File: config.mk
export PLATFORM = sky130hd
export DESIGN_NAME = inst_queue_flat
export DESIGN_NICKNAME = d
export VERILOG_FILES = /design/src/rtl/inst_queue_if.sv /design/src/rtl/inst_queue.sv /design/src/flat_wrapper.sv
export SDC_FILE = /design/constraint.sdc
export NUM_CORES = 1
export LEC_CHECK = 0
export BUFFER_PORTS_ARGS = -buffer_cell sky130_fd_sc_hd__buf_2
export CAP_MARGIN = 20
export CORE_UTILIZATION = 51
export CTS_CLUSTER_SIZE = 14
export DETAILED_ROUTE_END_ITERATION = 8
export PLACE_DENSITY = 0.75
export SLEW_MARGIN = 20
export SYNTH_ARGS = -nofsm -noshare
export SYNTH_HDL_FRONTEND = slang
export SYNTH_SLANG_ARGS = --single-unit
File: constraint.sdc
create_clock -name clk -period 2.8 [get_ports clk]
set_input_delay 0.28 -clock clk [delete_from_list [all_inputs] [get_ports clk]]
set_output_delay 0.28 -clock clk [all_outputs]
set_load 0.1 [all_outputs]
File: src/rtl/inst_queue_if.sv
// Handshake bundle between fetch, the instruction queue and decode.
// The slave modport is the queue's view; master is the surrounding pipeline.
interface inst_queue_if #(
  parameter int DEPTH      = 4,
  parameter int BUS_WIDTH  = 32,
  parameter int DATA_WIDTH = 32
);
  localparam int CNT_W = $clog2(DEPTH) + 1;

  logic                  flush;
  logic                  valid_if;
  logic                  ready_go_if;
  logic [BUS_WIDTH-1:0]  pc_if;
  logic [DATA_WIDTH-1:0] instruction_if;
  logic                  allow_in_iq;
  logic                  valid_iq;
  logic                  ready_go_iq;
  logic [BUS_WIDTH-1:0]  pc_iq;
  logic [DATA_WIDTH-1:0] instruction_iq;
  logic                  allow_in_id;
  logic [CNT_W-1:0]      count_iq;

  modport slave (
    input  flush, valid_if, ready_go_if, pc_if, instruction_if, allow_in_id,
    output allow_in_iq, valid_iq, ready_go_iq, pc_iq, instruction_iq, count_iq
  );

  modport master (
    output flush, valid_if, ready_go_if, pc_if, instruction_if, allow_in_id,
    input  allow_in_iq, valid_iq, ready_go_iq, pc_iq, instruction_iq, count_iq
  );
endinterface

File: src/rtl/inst_queue.sv
// Circular-buffer instruction queue between fetch and decode; decouples a
// stalled ID stage from IF and drops everything on a redirect flush.
module inst_queue #(
  parameter int                    DEPTH      = 4,
  parameter int                    BUS_WIDTH  = 32,
  parameter int                    DATA_WIDTH = 32,
  parameter logic [DATA_WIDTH-1:0] NOP_INST   = DATA_WIDTH'(32'h00000013)
) (
  input logic          clk,
  input logic          rst,
  inst_queue_if.slave  iq
);
  localparam int PTR_W = $clog2(DEPTH);
  localparam int CNT_W = PTR_W + 1;

  logic [BUS_WIDTH-1:0]  pc_mem   [DEPTH];
  logic [DATA_WIDTH-1:0] inst_mem [DEPTH];
  logic [PTR_W-1:0]      wr_ptr;
  logic [PTR_W-1:0]      rd_ptr;
  logic [CNT_W-1:0]      count;
  logic                  full;
  logic                  empty;
  logic                  push;
  logic                  pop;

  // Handshake decode is from registered occupancy only, so allow_in_iq has
  // no combinational dependency on allow_in_id.
  assign full  = (count == CNT_W'(DEPTH));
  assign empty = (count == '0);
  assign push  = iq.valid_if & iq.ready_go_if & ~full & ~iq.flush;
  assign pop   = ~empty & iq.allow_in_id & ~iq.flush;

  // Control state: pointers and occupancy
  always_ff @(posedge clk) begin
    if (rst || iq.flush) begin
      wr_ptr <= '0;
      rd_ptr <= '0;
      count  <= '0;
    end else begin
      if (push) wr_ptr <= wr_ptr + PTR_W'(1);
      if (pop)  rd_ptr <= rd_ptr + PTR_W'(1);
      if (push && !pop)      count <= count + CNT_W'(1);
      else if (pop && !push) count <= count - CNT_W'(1);
    end
  end

  // Entry storage: data only, never cleared
  always_ff @(posedge clk) begin
    if (push) begin
      pc_mem[wr_ptr]   <= iq.pc_if;
      inst_mem[wr_ptr] <= iq.instruction_if;
    end
  end

  // Head presentation
  assign iq.allow_in_iq    = ~full;
  assign iq.valid_iq       = ~empty;
  assign iq.ready_go_iq    = ~empty;
  assign iq.pc_iq          = empty ? '0 : pc_mem[rd_ptr];
  assign iq.instruction_iq = empty ? NOP_INST : inst_mem[rd_ptr];
  assign iq.count_iq       = count;
endmodule

File: src/flat_wrapper.sv
// flat-port wrapper written by rule: the top's interface ports become plain ports
module inst_queue_flat 
#(
  parameter int                    DEPTH      = 4,
  parameter int                    BUS_WIDTH  = 32,
  parameter int                    DATA_WIDTH = 32,
  parameter logic [DATA_WIDTH-1:0] NOP_INST   = DATA_WIDTH'(32'h00000013)
)
  (clk, rst, iq_flush, iq_valid_if, iq_ready_go_if, iq_pc_if, iq_instruction_if, iq_allow_in_id, iq_allow_in_iq, iq_valid_iq, iq_ready_go_iq, iq_pc_iq, iq_instruction_iq, iq_count_iq);
  inst_queue_if #(.DEPTH(DEPTH), .BUS_WIDTH(BUS_WIDTH), .DATA_WIDTH(DATA_WIDTH)) iq_i ();
  input logic clk;
  input logic rst;
  input wire logic [$bits(iq_i.flush)-1:0] iq_flush;
  input wire logic [$bits(iq_i.valid_if)-1:0] iq_valid_if;
  input wire logic [$bits(iq_i.ready_go_if)-1:0] iq_ready_go_if;
  input wire logic [$bits(iq_i.pc_if)-1:0] iq_pc_if;
  input wire logic [$bits(iq_i.instruction_if)-1:0] iq_instruction_if;
  input wire logic [$bits(iq_i.allow_in_id)-1:0] iq_allow_in_id;
  output wire logic [$bits(iq_i.allow_in_iq)-1:0] iq_allow_in_iq;
  output wire logic [$bits(iq_i.valid_iq)-1:0] iq_valid_iq;
  output wire logic [$bits(iq_i.ready_go_iq)-1:0] iq_ready_go_iq;
  output wire logic [$bits(iq_i.pc_iq)-1:0] iq_pc_iq;
  output wire logic [$bits(iq_i.instruction_iq)-1:0] iq_instruction_iq;
  output wire logic [$bits(iq_i.count_iq)-1:0] iq_count_iq;
  assign iq_i.flush = iq_flush;
  assign iq_i.valid_if = iq_valid_if;
  assign iq_i.ready_go_if = iq_ready_go_if;
  assign iq_i.pc_if = iq_pc_if;
  assign iq_i.instruction_if = iq_instruction_if;
  assign iq_i.allow_in_id = iq_allow_in_id;
  assign iq_allow_in_iq = iq_i.allow_in_iq;
  assign iq_valid_iq = iq_i.valid_iq;
  assign iq_ready_go_iq = iq_i.ready_go_iq;
  assign iq_pc_iq = iq_i.pc_iq;
  assign iq_instruction_iq = iq_i.instruction_iq;
  assign iq_count_iq = iq_i.count_iq;
  inst_queue #(.DEPTH(DEPTH), .BUS_WIDTH(BUS_WIDTH), .DATA_WIDTH(DATA_WIDTH), .NOP_INST(NOP_INST)) u_core (.clk(clk), .rst(rst), .iq(iq_i));
endmodule
==> results by group <==
Worst setup path
  • Crit path DAT: 2.31 ns
  • CP delay by family, top: multiplexers
  • Crit path kind: register to output pin
  • CP required: 2.52 ns
  • CP endpoint: iq_instruction_iq[1]
  • Reg-to-reg critical path endpoint: u_core.iq.count_iq[2]
  • Worst path max stage delay: 0.56 ns
  • Crit-path max FO: 19
  • Crit start category: register
  • Internal reg-to-reg setup slack: 0.53 ns
  • Slowest stage cell, crit path: mux4_1
  • Buf+Inv Stages, Crit Path: 2
  • Worst r2r src: u_core.iq.count_iq[0]
  • R2R cell count: 8
  • Worst setup EP type: output pin
  • CP cell instances: buf_12 > mux4_1 > or2_1 > buf_2
  • Number of cells on the critical path: 4

Outcome
  • Status: completed

Route
  • Final wirelength: 18.7 mm
  • Via Count: 5062
  • DRC viols: 0
  • 1st-iter DRT viols: 279
  • Vias per cell: 5.22
  • Post-route ant nets: 0
  • Drt first pass iters: 5
  • WL/cell: 19.3 µm

Yosys
  • Sequential-to-total area share from yosys stat: 76.9%
  • Cell taking the most area after synthesis: edfxtp_1
  • Synth top area share: 75.2%
  • Post-synth EDFFs: 256
  • Distinct cell type count after synthesis: 30
  • Synth top cells by count: 256 x edfxtp_1, 61 x and2_1, 60 x mux4_2
  • Mean Syn Cell Area: 22.3 µm²
  • Commonest register cell after synthesis: edfxtp_1
  • Most frequent cell after synthesis: edfxtp_1
  • Largest cells by area after synthesis: edfxtp_1 75%, mux4_2 13%, and2_1 3.7%
  • Ys Warns: 0
  • Synth async-reset ratio: 0%
  • Post-Syn Area: 0.0102 mm²
  • Syn Nets: 535
  • Synthesized flop and latch total: 265
  • Post-synthesis cell count: 459

Die
  • Initial core utilization: 52.2%
  • DIE HEIGHT: 144 µm
  • Die area: 0.0206 mm²
  • Rows: 51
  • Die width: 144 µm
  • Placeable Area: 0.0196 mm²
  • I/O pins: 140

Power
  • Final Power: 0.00852 W
  • Sequential fraction of design power: 51.6%
  • P_sw: 0.00196 W
  • P_leak: 4.44 nW
  • Internal power: 0.00656 W
  • Clock power share: 39.5%
  • Power per cell area: 670 mW/mm²
  • Comb power frac: 9.0%
  • Switching Share: 23.0%
  • Peak supply drop: 392 µV

Layout
  • Nets: 758
  • Area Overhead vs Synth: 24.4%
  • Fillcell total: 1334
  • Layout cells sized above 1: 38.0%

Job
  • Max Cap Viol: 0

Timing
  • Fin crit share: 92.6%
  • TNS Setup: 0 ns
  • Max Freq: 0.386 GHz
  • Hold Violations, Final: 0
  • WHS: 0.0196 ns
  • Unrepaired setup endpoints after global routing: false
  • Slew margin rel.: 34.5%
  • Final Critical Period: 2.59 ns
  • Count of final setup violators: 0
  • Clock skew: 0.0106 ns
  • Worst-margin pin slew: 0.982 ns
  • Slew Viols, Final: 0

GRT
  • Global-route wire length before repair: 28.8 mm
  • Number of global-route vias before repair: 5420
  • GRT Total Usage: 18.8%
  • Total grt overflow: 0
  • Antenna violations before repair: 0
  • Largest net degree at the start of global routing: 65

Clocking
  • Inserted Clock Buffers: 27
  • H-tree levels: 1
  • Worst-Skew Late Latency: 0.52 ns
  • Clk sinks: 265
  • Resized Gates After CTS: 0
  • Reg clk slew, reported paths: 0.06 ns
  • Root Driver: clkbuf_16
  • Max clock buf depth: 3
  • CTS tree: built

Placement
  • HPWL Detailed: 10.9 mm
  • Port buffer count: 139
  • Gpl congestion: 0.745

Min path
  • Hold WC Path Type: input port to register
[registers in the layout, indices dropped and copies added (netlist names), named ones only]
name	count
u_core.pc_mem	128
u_core.wr_ptr	2
u_core.iq.count_iq	3
u_core.inst_mem	128
u_core.rd_ptr	2
[cells in the final DEF, fill, tap and decap left out, types with 2 or more instances in the layout]
master         synthesis  final
clkbuf_16              0     27
mux4_2                60     60
nand3_1                2      2
or3_1                  2      2
inv_1                  5      3
clkbuf_1               7      7
buf_12                 6      4
nor2_1                 5      5
clkinv_1               0      4
ha_1                   5      5
edfxtp_1             256    256
or2_2                  2      2
or2_1                  3      3
buf_2                  6    139
bufinv_16              0      2
xor2_1                 3      3
and3_4                 0      4
and2_1                61     60
clkinvlp_4             0      2
o21ai_0                4      4
clkinv_2               0      7
dfxtp_1                9      4
dfxtp_2                0      3
dlygate4sd3_1          0     63
a21oi_1                4      4
mux4_1                 4      4
buf_4                  1     10
dfxtp_4                0      2
[per-stage QoR]
stage	std cells	setup slack, ns	utilization (%)	cell area, µm²
after floorplan	459	0.0652	-	10300
final	969	0.206	64.9	12700
after global placement	848	0.617	57.1	11200
after CTS	961	0.0491	64.6	12700
after global routing	968	0.106	64.9	12700
after detailed placement	848	0.590	57.1	11200
[timing repair]
item	4_1_cts	5_1_grt
hold buffers	63	0
endpoints found under the hold margin	251	0
endpoints found under the setup margin	0	3
setup buffers	0	7
[worst min path at each step]
stage	slack (ns)	from	cells after the start	to
floorplan	0.38	iq_instruction_if[0]	0	u_core.inst_mem[0][0]
finish	0.02	iq_pc_if[3]	1	u_core.pc_mem[0][3]
CTS	0.01	iq_pc_if[3]	1	u_core.pc_mem[2][3]
global route	0.002	iq_pc_if[3]	1	u_core.pc_mem[0][3]
global placement	0.46	u_core.rd_ptr[1]	2	register
detailed placement	0.50	iq_instruction_if[20]	1	u_core.inst_mem[0][20]
[routing by layer]
metal | vias up | routed length (µm) | global-route usage, %
met5 | - | 0 | 0
met4 | 0 | 220 | 4.54
met3 | 22 | 1210 | 3.93
met2 | 153 | 9720 | 33.5
met1 | 2573 | 7550 | 23.6
li1 | 2314 | - | -
[power by group through the flow]
stage | logic (W) | clock network [W] | registers [W]
global route | 0.000806 | 0.00359 | 0.00439
detailed placement | 0.000695 | 0 | 0.00448
global placement | 0.000681 | 0 | 0.00448
CTS | 0.000767 | 0.00342 | 0.00440
finish | 0.000765 | 0.00336 | 0.00439
floorplan | 0.000512 | 0 | 0.00449
[area by class of cell]
type                       count  area [µm²]  share of cell area (%)
inverter                       5        22.5                   0.177
sequential                   265        7880                    62.0
tap                          265         332                    2.61
clock buffer                  34         702                    5.52
antenna                        1        2.50                  0.0197
multi-input combinational    167        2160                    17.0
timing repair buffer         216        1480                    11.6
clock inverter                16         138                    1.08
[cell families (layout without fill, tap and decap cells)]
logic type	count (synthesis)	after routing	synth area share [%]
mux	65	65	14.3
compound gates	9	9	0.465
fa+ha+maj	6	6	0.808
flops	265	265	76.9
xor+xnor	3	3	0.257
other cells	0	1	0
simple gates	84	84	5.05
buf+inv	27	271	2.14
No activity file was read; power rests on OpenSTA's default activity.
